[config.mk]
export PLATFORM = sky130hd
export DESIGN_NAME = bullet_pool_flat
export DESIGN_NICKNAME = d
export VERILOG_FILES = /design/src/rtl/bullet_pkg.sv /design/src/rtl/bullet_pool_if.sv /design/src/rtl/bullet_alloc.sv /design/src/rtl/bullet_pool.sv /design/src/flat_wrapper.sv
export SDC_FILE = /design/constraint.sdc
export NUM_CORES = 1
export LEC_CHECK = 0
export CORE_UTILIZATION = 30
export DETAILED_ROUTE_END_ITERATION = 12
export GPL_TIMING_DRIVEN = 0
export PLACE_DENSITY = 0.49
export SYNTH_ARGS = -nofsm -noshare
export SYNTH_HDL_FRONTEND = slang
export SYNTH_SLANG_ARGS = --single-unit
[constraint.sdc]
create_clock -name clk -period 4 [get_ports clk]
set_clock_uncertainty 0.15 [all_clocks]
set_input_delay 0.4 -clock clk [delete_from_list [all_inputs] [get_ports clk]]
set_output_delay 0.4 -clock clk [all_outputs]
set_load 0.05 [all_outputs]
[src/rtl/bullet_pkg.sv]
`default_nettype none
// ============================================================================
// Package  : bullet_pkg
// Purpose  : Shared FSM states, color codes and slot record for bullet_pool.
// Revision : 1.0 - initial release
// ============================================================================
package bullet_pkg;

    // Slot fields are sized for the widest supported build; narrower builds zero-extend.
    localparam int SLOT_COORD_W = 16;
    localparam int SLOT_VEL_W   = 8;

    localparam logic [1:0] C_COLOR_WHITE = 2'd0;
    localparam logic [1:0] C_COLOR_GREEN = 2'd1;
    localparam logic [1:0] C_COLOR_BLUE  = 2'd2;

    typedef enum logic [1:0] {
        ST_IDLE  = 2'd0,
        ST_RUN   = 2'd1,
        ST_FLUSH = 2'd2
    } state_t;

    typedef struct packed {
        logic [SLOT_COORD_W-1:0] x;
        logic [SLOT_COORD_W-1:0] y;
        logic [SLOT_COORD_W-1:0] w;
        logic [SLOT_COORD_W-1:0] h;
        logic [1:0]              color;
        logic [SLOT_VEL_W-1:0]   vel;
        logic                    alive;
    } slot_t;

endpackage
`default_nettype wire

[src/rtl/bullet_pool_if.sv]
`default_nettype none
// ============================================================================
// Interface : bullet_pool_if
// Purpose   : Control, spawn, kill and dual read channels of the bullet pool.
// Revision  : 1.0 - initial release
// ============================================================================
interface bullet_pool_if #(
    parameter int NUM_BULLETS = 8,
    parameter int COORD_W     = 8,
    parameter int VEL_W       = 3
);
    localparam int IDX_W = $clog2(NUM_BULLETS);

    logic                   run;
    logic                   tick;
    logic                   spawn_valid;
    logic                   spawn_ready;
    logic [COORD_W-1:0]     spawn_x;
    logic [COORD_W-1:0]     spawn_y;
    logic [COORD_W-1:0]     spawn_w;
    logic [COORD_W-1:0]     spawn_h;
    logic [1:0]             spawn_color;
    logic [VEL_W-1:0]       spawn_vel;
    logic [NUM_BULLETS-1:0] kill_mask;
    logic [IDX_W-1:0]       rd_idx_a;
    logic [IDX_W-1:0]       rd_idx_b;
    logic [2*COORD_W-1:0]   rd_pos_a;
    logic [2*COORD_W-1:0]   rd_pos_b;
    logic [2*COORD_W-1:0]   rd_size_a;
    logic [2*COORD_W-1:0]   rd_size_b;
    logic [1:0]             rd_color_a;
    logic [1:0]             rd_color_b;
    logic                   rd_alive_a;
    logic                   rd_alive_b;
    logic [IDX_W:0]         alive_count;

    modport master (
        output run, tick, spawn_valid, spawn_x, spawn_y, spawn_w, spawn_h,
               spawn_color, spawn_vel, kill_mask, rd_idx_a, rd_idx_b,
        input  spawn_ready, rd_pos_a, rd_pos_b, rd_size_a, rd_size_b,
               rd_color_a, rd_color_b, rd_alive_a, rd_alive_b, alive_count
    );

    modport slave (
        input  run, tick, spawn_valid, spawn_x, spawn_y, spawn_w, spawn_h,
               spawn_color, spawn_vel, kill_mask, rd_idx_a, rd_idx_b,
        output spawn_ready, rd_pos_a, rd_pos_b, rd_size_a, rd_size_b,
               rd_color_a, rd_color_b, rd_alive_a, rd_alive_b, alive_count
    );

endinterface
`default_nettype wire

[src/rtl/bullet_alloc.sv]
`default_nettype none
// ============================================================================
// Module   : bullet_alloc
// Purpose  : Lowest-index-zero priority encoder used to pick a free slot.
// Revision : 1.0 - initial release
// ============================================================================
module bullet_alloc #(
    parameter int N     = 8,
    parameter int IDX_W = $clog2(N)
) (
    input  logic [N-1:0]     busy,
    output logic             found,
    output logic [IDX_W-1:0] idx
);

    // Scan downward so the last hit is the lowest free index.
    always_comb begin
        found = 1'b0;
        idx   = '0;
        for (int i = N - 1; i >= 0; i--) begin
            if (!busy[i]) begin
                found = 1'b1;
                idx   = IDX_W'(i);
            end
        end
    end

endmodule
`default_nettype wire

[src/rtl/bullet_pool.sv]
`default_nettype none
// ============================================================================
// Module   : bullet_pool
// Purpose  : Fixed pool of bullet slots with spawn, per-tick motion, kill and
//            dual zero-latency read ports. Wrap-around: BULLET_POOL_WRAP_EN.
// Revision : 1.0 - initial release
// ============================================================================
module bullet_pool
    import bullet_pkg::*;
#(
    parameter int NUM_BULLETS = 8,
    parameter int COORD_W     = 8,
    parameter int VEL_W       = 3,
    parameter int Y_MAX       = 200
) (
    input  logic         clk,
    input  logic         rst_n,
    bullet_pool_if.slave bus
);

    localparam int IDX_W = $clog2(NUM_BULLETS);
    localparam int CNT_W = IDX_W + 1;
    localparam int SUM_W = SLOT_COORD_W + 1;

    state_t                 r_state;
    state_t                 w_state_next;
    slot_t                  w_slot [NUM_BULLETS];
    logic [NUM_BULLETS-1:0] w_alive;
    logic [CNT_W-1:0]       r_alive_count;
    logic                   w_found;
    logic [IDX_W-1:0]       w_free_idx;
    logic                   w_ready;
    logic                   w_spawn_fire;
    slot_t                  w_sel_a;
    slot_t                  w_sel_b;

    bullet_alloc #(
        .N     (NUM_BULLETS),
        .IDX_W (IDX_W)
    ) u_alloc (
        .busy  (w_alive),
        .found (w_found),
        .idx   (w_free_idx)
    );

    always_ff @(posedge clk or negedge rst_n) begin
        if (!rst_n) begin
            r_state <= ST_IDLE;
        end else begin
            r_state <= w_state_next;
        end
    end

    always_comb begin
        w_state_next = r_state;
        w_ready      = 1'b0;
        unique case (r_state)
            ST_IDLE:  if (bus.run) w_state_next = ST_RUN;
            ST_RUN: begin
                w_ready = w_found;
                if (!bus.run) w_state_next = ST_FLUSH;
            end
            ST_FLUSH: w_state_next = ST_IDLE;
            default:  w_state_next = ST_IDLE;
        endcase
    end

    assign w_spawn_fire = bus.spawn_valid && w_ready;

    for (genvar i = 0; i < NUM_BULLETS; i++) begin : g_slot
        slot_t            r_slot;
        logic [SUM_W-1:0] w_y_next;
        logic             w_oob;

        // Wide sum keeps the carry so overflow past the field still counts as out of bounds.
        assign w_y_next = {1'b0, r_slot.y} + SUM_W'(r_slot.vel);
        assign w_oob    = (w_y_next >= SUM_W'(Y_MAX));
        assign w_slot[i]  = r_slot;
        assign w_alive[i] = r_slot.alive;

        always_ff @(posedge clk or negedge rst_n) begin
            if (!rst_n) begin
                r_slot <= '0;
            end else if (r_state == ST_FLUSH) begin
                r_slot.alive <= 1'b0;
            end else if (r_state == ST_RUN) begin
                if (r_slot.alive && bus.kill_mask[i]) begin
                    r_slot.alive <= 1'b0;
                end else if (w_spawn_fire && (w_free_idx == IDX_W'(i))) begin
                    r_slot.x     <= SLOT_COORD_W'(bus.spawn_x);
                    r_slot.y     <= SLOT_COORD_W'(bus.spawn_y);
                    r_slot.w     <= SLOT_COORD_W'(bus.spawn_w);
                    r_slot.h     <= SLOT_COORD_W'(bus.spawn_h);
                    r_slot.color <= bus.spawn_color;
                    r_slot.vel   <= SLOT_VEL_W'(bus.spawn_vel);
                    r_slot.alive <= 1'b1;
                end else if (r_slot.alive && bus.tick) begin
                    if (w_oob) begin
`ifdef BULLET_POOL_WRAP_EN
                        r_slot.y <= SLOT_COORD_W'(1);
`else
                        r_slot.alive <= 1'b0;
`endif
                    end else begin
                        r_slot.y <= w_y_next[SLOT_COORD_W-1:0];
                    end
                end
            end
        end
    end

    always_ff @(posedge clk or negedge rst_n) begin
        if (!rst_n) begin
            r_alive_count <= '0;
        end else begin
            r_alive_count <= CNT_W'($countones(w_alive));
        end
    end

    always_comb begin
        w_sel_a = '0;
        w_sel_b = '0;
        if (32'(bus.rd_idx_a) < NUM_BULLETS) w_sel_a = w_slot[bus.rd_idx_a];
        if (32'(bus.rd_idx_b) < NUM_BULLETS) w_sel_b = w_slot[bus.rd_idx_b];
    end

    assign bus.rd_pos_a    = {w_sel_a.x[COORD_W-1:0], w_sel_a.y[COORD_W-1:0]};
    assign bus.rd_size_a   = {w_sel_a.w[COORD_W-1:0], w_sel_a.h[COORD_W-1:0]};
    assign bus.rd_color_a  = w_sel_a.color;
    assign bus.rd_alive_a  = w_sel_a.alive;
    assign bus.rd_pos_b    = {w_sel_b.x[COORD_W-1:0], w_sel_b.y[COORD_W-1:0]};
    assign bus.rd_size_b   = {w_sel_b.w[COORD_W-1:0], w_sel_b.h[COORD_W-1:0]};
    assign bus.rd_color_b  = w_sel_b.color;
    assign bus.rd_alive_b  = w_sel_b.alive;
    assign bus.spawn_ready = w_ready;
    assign bus.alive_count = r_alive_count;

endmodule
`default_nettype wire

[src/flat_wrapper.sv]
// flat-port wrapper written by rule: the top's interface ports become plain ports
module bullet_pool_flat import bullet_pkg::*;
#(
    parameter int NUM_BULLETS = 8,
    parameter int COORD_W     = 8,
    parameter int VEL_W       = 3,
    parameter int Y_MAX       = 200
)
  (clk, rst_n, bus_run, bus_tick, bus_spawn_valid, bus_spawn_x, bus_spawn_y, bus_spawn_w, bus_spawn_h, bus_spawn_color, bus_spawn_vel, bus_kill_mask, bus_rd_idx_a, bus_rd_idx_b, bus_spawn_ready, bus_rd_pos_a, bus_rd_pos_b, bus_rd_size_a, bus_rd_size_b, bus_rd_color_a, bus_rd_color_b, bus_rd_alive_a, bus_rd_alive_b, bus_alive_count);
  bullet_pool_if #(.NUM_BULLETS(NUM_BULLETS), .COORD_W(COORD_W), .VEL_W(VEL_W)) bus_i ();
  input  logic clk;
  input  logic rst_n;
  input wire logic [$bits(bus_i.run)-1:0] bus_run;
  input wire logic [$bits(bus_i.tick)-1:0] bus_tick;
  input wire logic [$bits(bus_i.spawn_valid)-1:0] bus_spawn_valid;
  input wire logic [$bits(bus_i.spawn_x)-1:0] bus_spawn_x;
  input wire logic [$bits(bus_i.spawn_y)-1:0] bus_spawn_y;
  input wire logic [$bits(bus_i.spawn_w)-1:0] bus_spawn_w;
  input wire logic [$bits(bus_i.spawn_h)-1:0] bus_spawn_h;
  input wire logic [$bits(bus_i.spawn_color)-1:0] bus_spawn_color;
  input wire logic [$bits(bus_i.spawn_vel)-1:0] bus_spawn_vel;
  input wire logic [$bits(bus_i.kill_mask)-1:0] bus_kill_mask;
  input wire logic [$bits(bus_i.rd_idx_a)-1:0] bus_rd_idx_a;
  input wire logic [$bits(bus_i.rd_idx_b)-1:0] bus_rd_idx_b;
  output wire logic [$bits(bus_i.spawn_ready)-1:0] bus_spawn_ready;
  output wire logic [$bits(bus_i.rd_pos_a)-1:0] bus_rd_pos_a;
  output wire logic [$bits(bus_i.rd_pos_b)-1:0] bus_rd_pos_b;
  output wire logic [$bits(bus_i.rd_size_a)-1:0] bus_rd_size_a;
  output wire logic [$bits(bus_i.rd_size_b)-1:0] bus_rd_size_b;
  output wire logic [$bits(bus_i.rd_color_a)-1:0] bus_rd_color_a;
  output wire logic [$bits(bus_i.rd_color_b)-1:0] bus_rd_color_b;
  output wire logic [$bits(bus_i.rd_alive_a)-1:0] bus_rd_alive_a;
  output wire logic [$bits(bus_i.rd_alive_b)-1:0] bus_rd_alive_b;
  output wire logic [$bits(bus_i.alive_count)-1:0] bus_alive_count;
  assign bus_i.run = bus_run;
  assign bus_i.tick = bus_tick;
  assign bus_i.spawn_valid = bus_spawn_valid;
  assign bus_i.spawn_x = bus_spawn_x;
  assign bus_i.spawn_y = bus_spawn_y;
  assign bus_i.spawn_w = bus_spawn_w;
  assign bus_i.spawn_h = bus_spawn_h;
  assign bus_i.spawn_color = bus_spawn_color;
  assign bus_i.spawn_vel = bus_spawn_vel;
  assign bus_i.kill_mask = bus_kill_mask;
  assign bus_i.rd_idx_a = bus_rd_idx_a;
  assign bus_i.rd_idx_b = bus_rd_idx_b;
  assign bus_spawn_ready = bus_i.spawn_ready;
  assign bus_rd_pos_a = bus_i.rd_pos_a;
  assign bus_rd_pos_b = bus_i.rd_pos_b;
  assign bus_rd_size_a = bus_i.rd_size_a;
  assign bus_rd_size_b = bus_i.rd_size_b;
  assign bus_rd_color_a = bus_i.rd_color_a;
  assign bus_rd_color_b = bus_i.rd_color_b;
  assign bus_rd_alive_a = bus_i.rd_alive_a;
  assign bus_rd_alive_b = bus_i.rd_alive_b;
  assign bus_alive_count = bus_i.alive_count;
  bullet_pool #(.NUM_BULLETS(NUM_BULLETS), .COORD_W(COORD_W), .VEL_W(VEL_W), .Y_MAX(Y_MAX)) u_core (.clk(clk), .rst_n(rst_n), .bus(bus_i));
endmodule
==> results.yml <==
floorplan:
  coreArea_mm2: 0.07482
  initial_core_util_pct: 30.47
  fp.dieArea_mm2: 0.07709
  die-height_um: 277.7
  ios: 131
  die_w_um: 277.7
  rows: 100
cts:
  htreeDepth: 2
  cts_buffers: 45
  clock_latency_ps: 610
  clk_pin_slew_worst_paths_ps: 60
  cts_root_buffer: "clkbuf_16"
  clock_sinks: 374
  cts_tree: "built"
  cts_buffer_depth: 3
hold_path:
  hold_class: "in2reg"
  worstHoldPathCells: 3
  hold_start: "bus_spawn_y[2]"
synthesis:
  synth_area_leaders: "dfrtp_1 41%, mux4_2 14%, mux2_2 9.5%"
  syn_area_mm2: 0.02280
  synthArstFlopShare_pct: 100.0
  synth_top_area_share_pct: 41.06
  synth_seq_cells: 374
  synth_fp_nets: 2242
  syn_inst: 2138
  yosysTopAreaCell: "dfrtp_1"
  synth_edf_count: 0
  synthFlopType: "dfrtp_1"
  yosys_warnings: 0
  post_synth_num_cell_types: 90
  seq_area_frac_synth_pct: 41.06
  synth.avg_cell_area_um2: 10.66
timing:
  hold_viol: 0
  setup_viol: 0
  rsz0062_at_grt: "false"
  worstMarginPinSlew_ps: 1108
  drv_slew: 0
  fmax_mhz: 255.3
  slew_headroom_pct: 26.12
  fin_crit_ps: 3918
  fin_crit_sh_pct: 97.94
critical_path:
  cp.required_ps: 3450
  critPathKind: "in2out"
  startpoint: "bus_rd_idx_b[0]"
  reg2reg_depth: 9
  arrival_ps: 3370
  reg2reg_from: "u_core.g_slot[6].r_slot[0]$_DFFE_PN0P_"
  crit_path_end_kind: "primary output"
  startpoint_type: "input pin"
  worstPathMaxFanout: 10
detailed_routing:
  wire_per_inst_um: 24.73
  drtPass1Iterations: 5
  drc_errors: 0
  vias: 18740
  via_per_inst: 5.657
  wirelength_mm: 81.95
  antenna_left: 0
  drt_iter0_drc: 1730
cells_and_area:
  multiInputGateArea_mm2: 0.01272
  area_growth_pct: 18.11
  regArea_mm2: 0.009359
  layout-drive-gt1-share_pct: 20.56
  fillers: 7368
  n_antenna_cell: 0
  final_cell_mix: "425 x nand2_1, 374 x dfrtp_1, 192 x mux2_2"
  final_common_cell: "nand2_1"
  nets: 2412
  final_cells: 3313
grt:
  antenna_found_initial: 4
  grt_overflow: 0
  grt_pass1_vias: 18440
  grt_max_degree: 122
  grt_usage_pct: 21.13
  grt_first_pass_wirelength_mm: 122.2
run_status:
  status: "completed"
placed_design:
  hpwl_mm: 57.63
  globalplace.congestion: 0.9423
  dp_cells: 3229
  port_buffers: 119
run:
  cap_viol_max_count: 0
power_and_ir_drop:
  power_w: 0.01240
  vdd_drop_max_mv: 0.3324
  power_density_mw_per_mm2: 460.4
  p_leak_nw: 11.95
==> stage by stage <==
stage                TNS, ps  worst slack [ps]  util (%)  area, µm²  hold slack (ps)
CTS                        0             6.877     35.92      26880            105.9
global route               0             1.367     35.98      26920            136.5
detailed placement     -4510            -253.9     33.80      25290            198.2
global placement    -5563710            -14930     33.68      25200            320.7
floorplan                  0             941.4         -      22800           -45.59
finish                     0             82.38     35.98      26920            120.6
==> timing repair <==
action,in CTS,in global routing
endpoints found under the setup margin,19,63
pin swaps,0,0
buffers inserted,0,0
hold buffers,1,0
hold endpoints to repair,45,0
resized for setup,8,21
==> Yosys cell counts (6+ instances only) <==
cell,instances
nor3_1,37
a2bb2oi_1,10
nor3b_1,20
or2_2,6
a21o_1,14
nand4_1,38
and4_1,10
o21ai_0,31
nand3_1,54
xnor2_1,21
mux4_2,140
nand2b_1,11
a2111oi_0,6
mux2_2,192
buf_2,20
a21oi_1,72
nor2b_1,32
nor4_1,17
o211ai_1,13
a22oi_1,13
a211oi_1,13
and3_1,34
or3_1,14
o22ai_1,15
nand4b_1,6
nand2_1,425
inv_1,28
fa_1,12
o31ai_1,11
dfrtp_1,374
nor2_1,95
a31oi_1,19
clkbuf_1,109
ha_1,36
buf_1,16
o22a_1,12
a311oi_1,9
mux2i_1,14
and2_1,25
==> final timing paths <==
kind,to,slack (ps)
worst max-delay path,bus_rd_pos_b[1],80
worst min-delay path,u_core.g_slot[1].r_slot[45]$_DFFE_PN0P_,120
worst max register to register,u_core.g_slot[4].r_slot[0]$_DFFE_PN0P_,80
worst min register to register,u_core.g_slot[3].r_slot[3]$_DFFE_PN0P_,340
max in group asynchronous,u_core.g_slot[6].r_slot[62]$_DFFE_PN0P_,2090
min in group asynchronous,u_core.g_slot[7].r_slot[56]$_DFFE_PN0P_,160
==> per-layer routing <==
metal  global-route usage, %  part of all wire (%)  wire length (µm)  vias to the layer above
met4                   7.069                   3.3              2737                        4
met1                   29.49                    44             36400                     9684
met5                       0                 0.038                31                        -
li1                        -                     -                 -                     8261
met2                   33.73                    47             38250                      664
met3                   2.822                   5.5              4528                      128
==> final cells by class <==
class / count / share of cell area, %
plain buffers: 152 / 2.528
clock buffers: 61 / 4.740
clock inverters: 22 / 1.036
inverters: 28 / 0.3904
multi-input cells: 1584 / 47.26
flip-flops and latches: 374 / 34.76
well taps: 969 / 4.503
repair buffers: 123 / 4.786
==> critical path: stages <==
cell	delay, ps
clkbuf_1	360
clkdlybuf4s15_1	900
mux4_2	640
mux2_2	330
clkdlybuf4s50_1	730
==> kinds of logic after synthesis <==
kind of cell | count (synthesis) | share of synthesized area, %
compound gates | 307 | 9.540
flops | 374 | 41.06
mux | 351 | 24.21
buf+inv | 180 | 3.211
xor+xnor | 25 | 0.9605
simple gates | 853 | 17.99
fa+ha+maj | 48 | 3.030
==> state kept, by name (all words and copies together) (netlist names) <==
| name | count |
|---|---|
| u_core.g_slot.r_slot | 368 |
| u_core.bus.alive_count | 4 |
| u_core.r_state | 2 |
==> report_power, final <==
part / total (W) / internal (W) / switching [W]
Clock: 0.00431 / 0.00252 / 0.00179
Sequential: 0.00458 / 0.00422 / 0.000362
Combinational: 0.00350 / 0.00131 / 0.00220
Power figures use the tool's default switching activity.
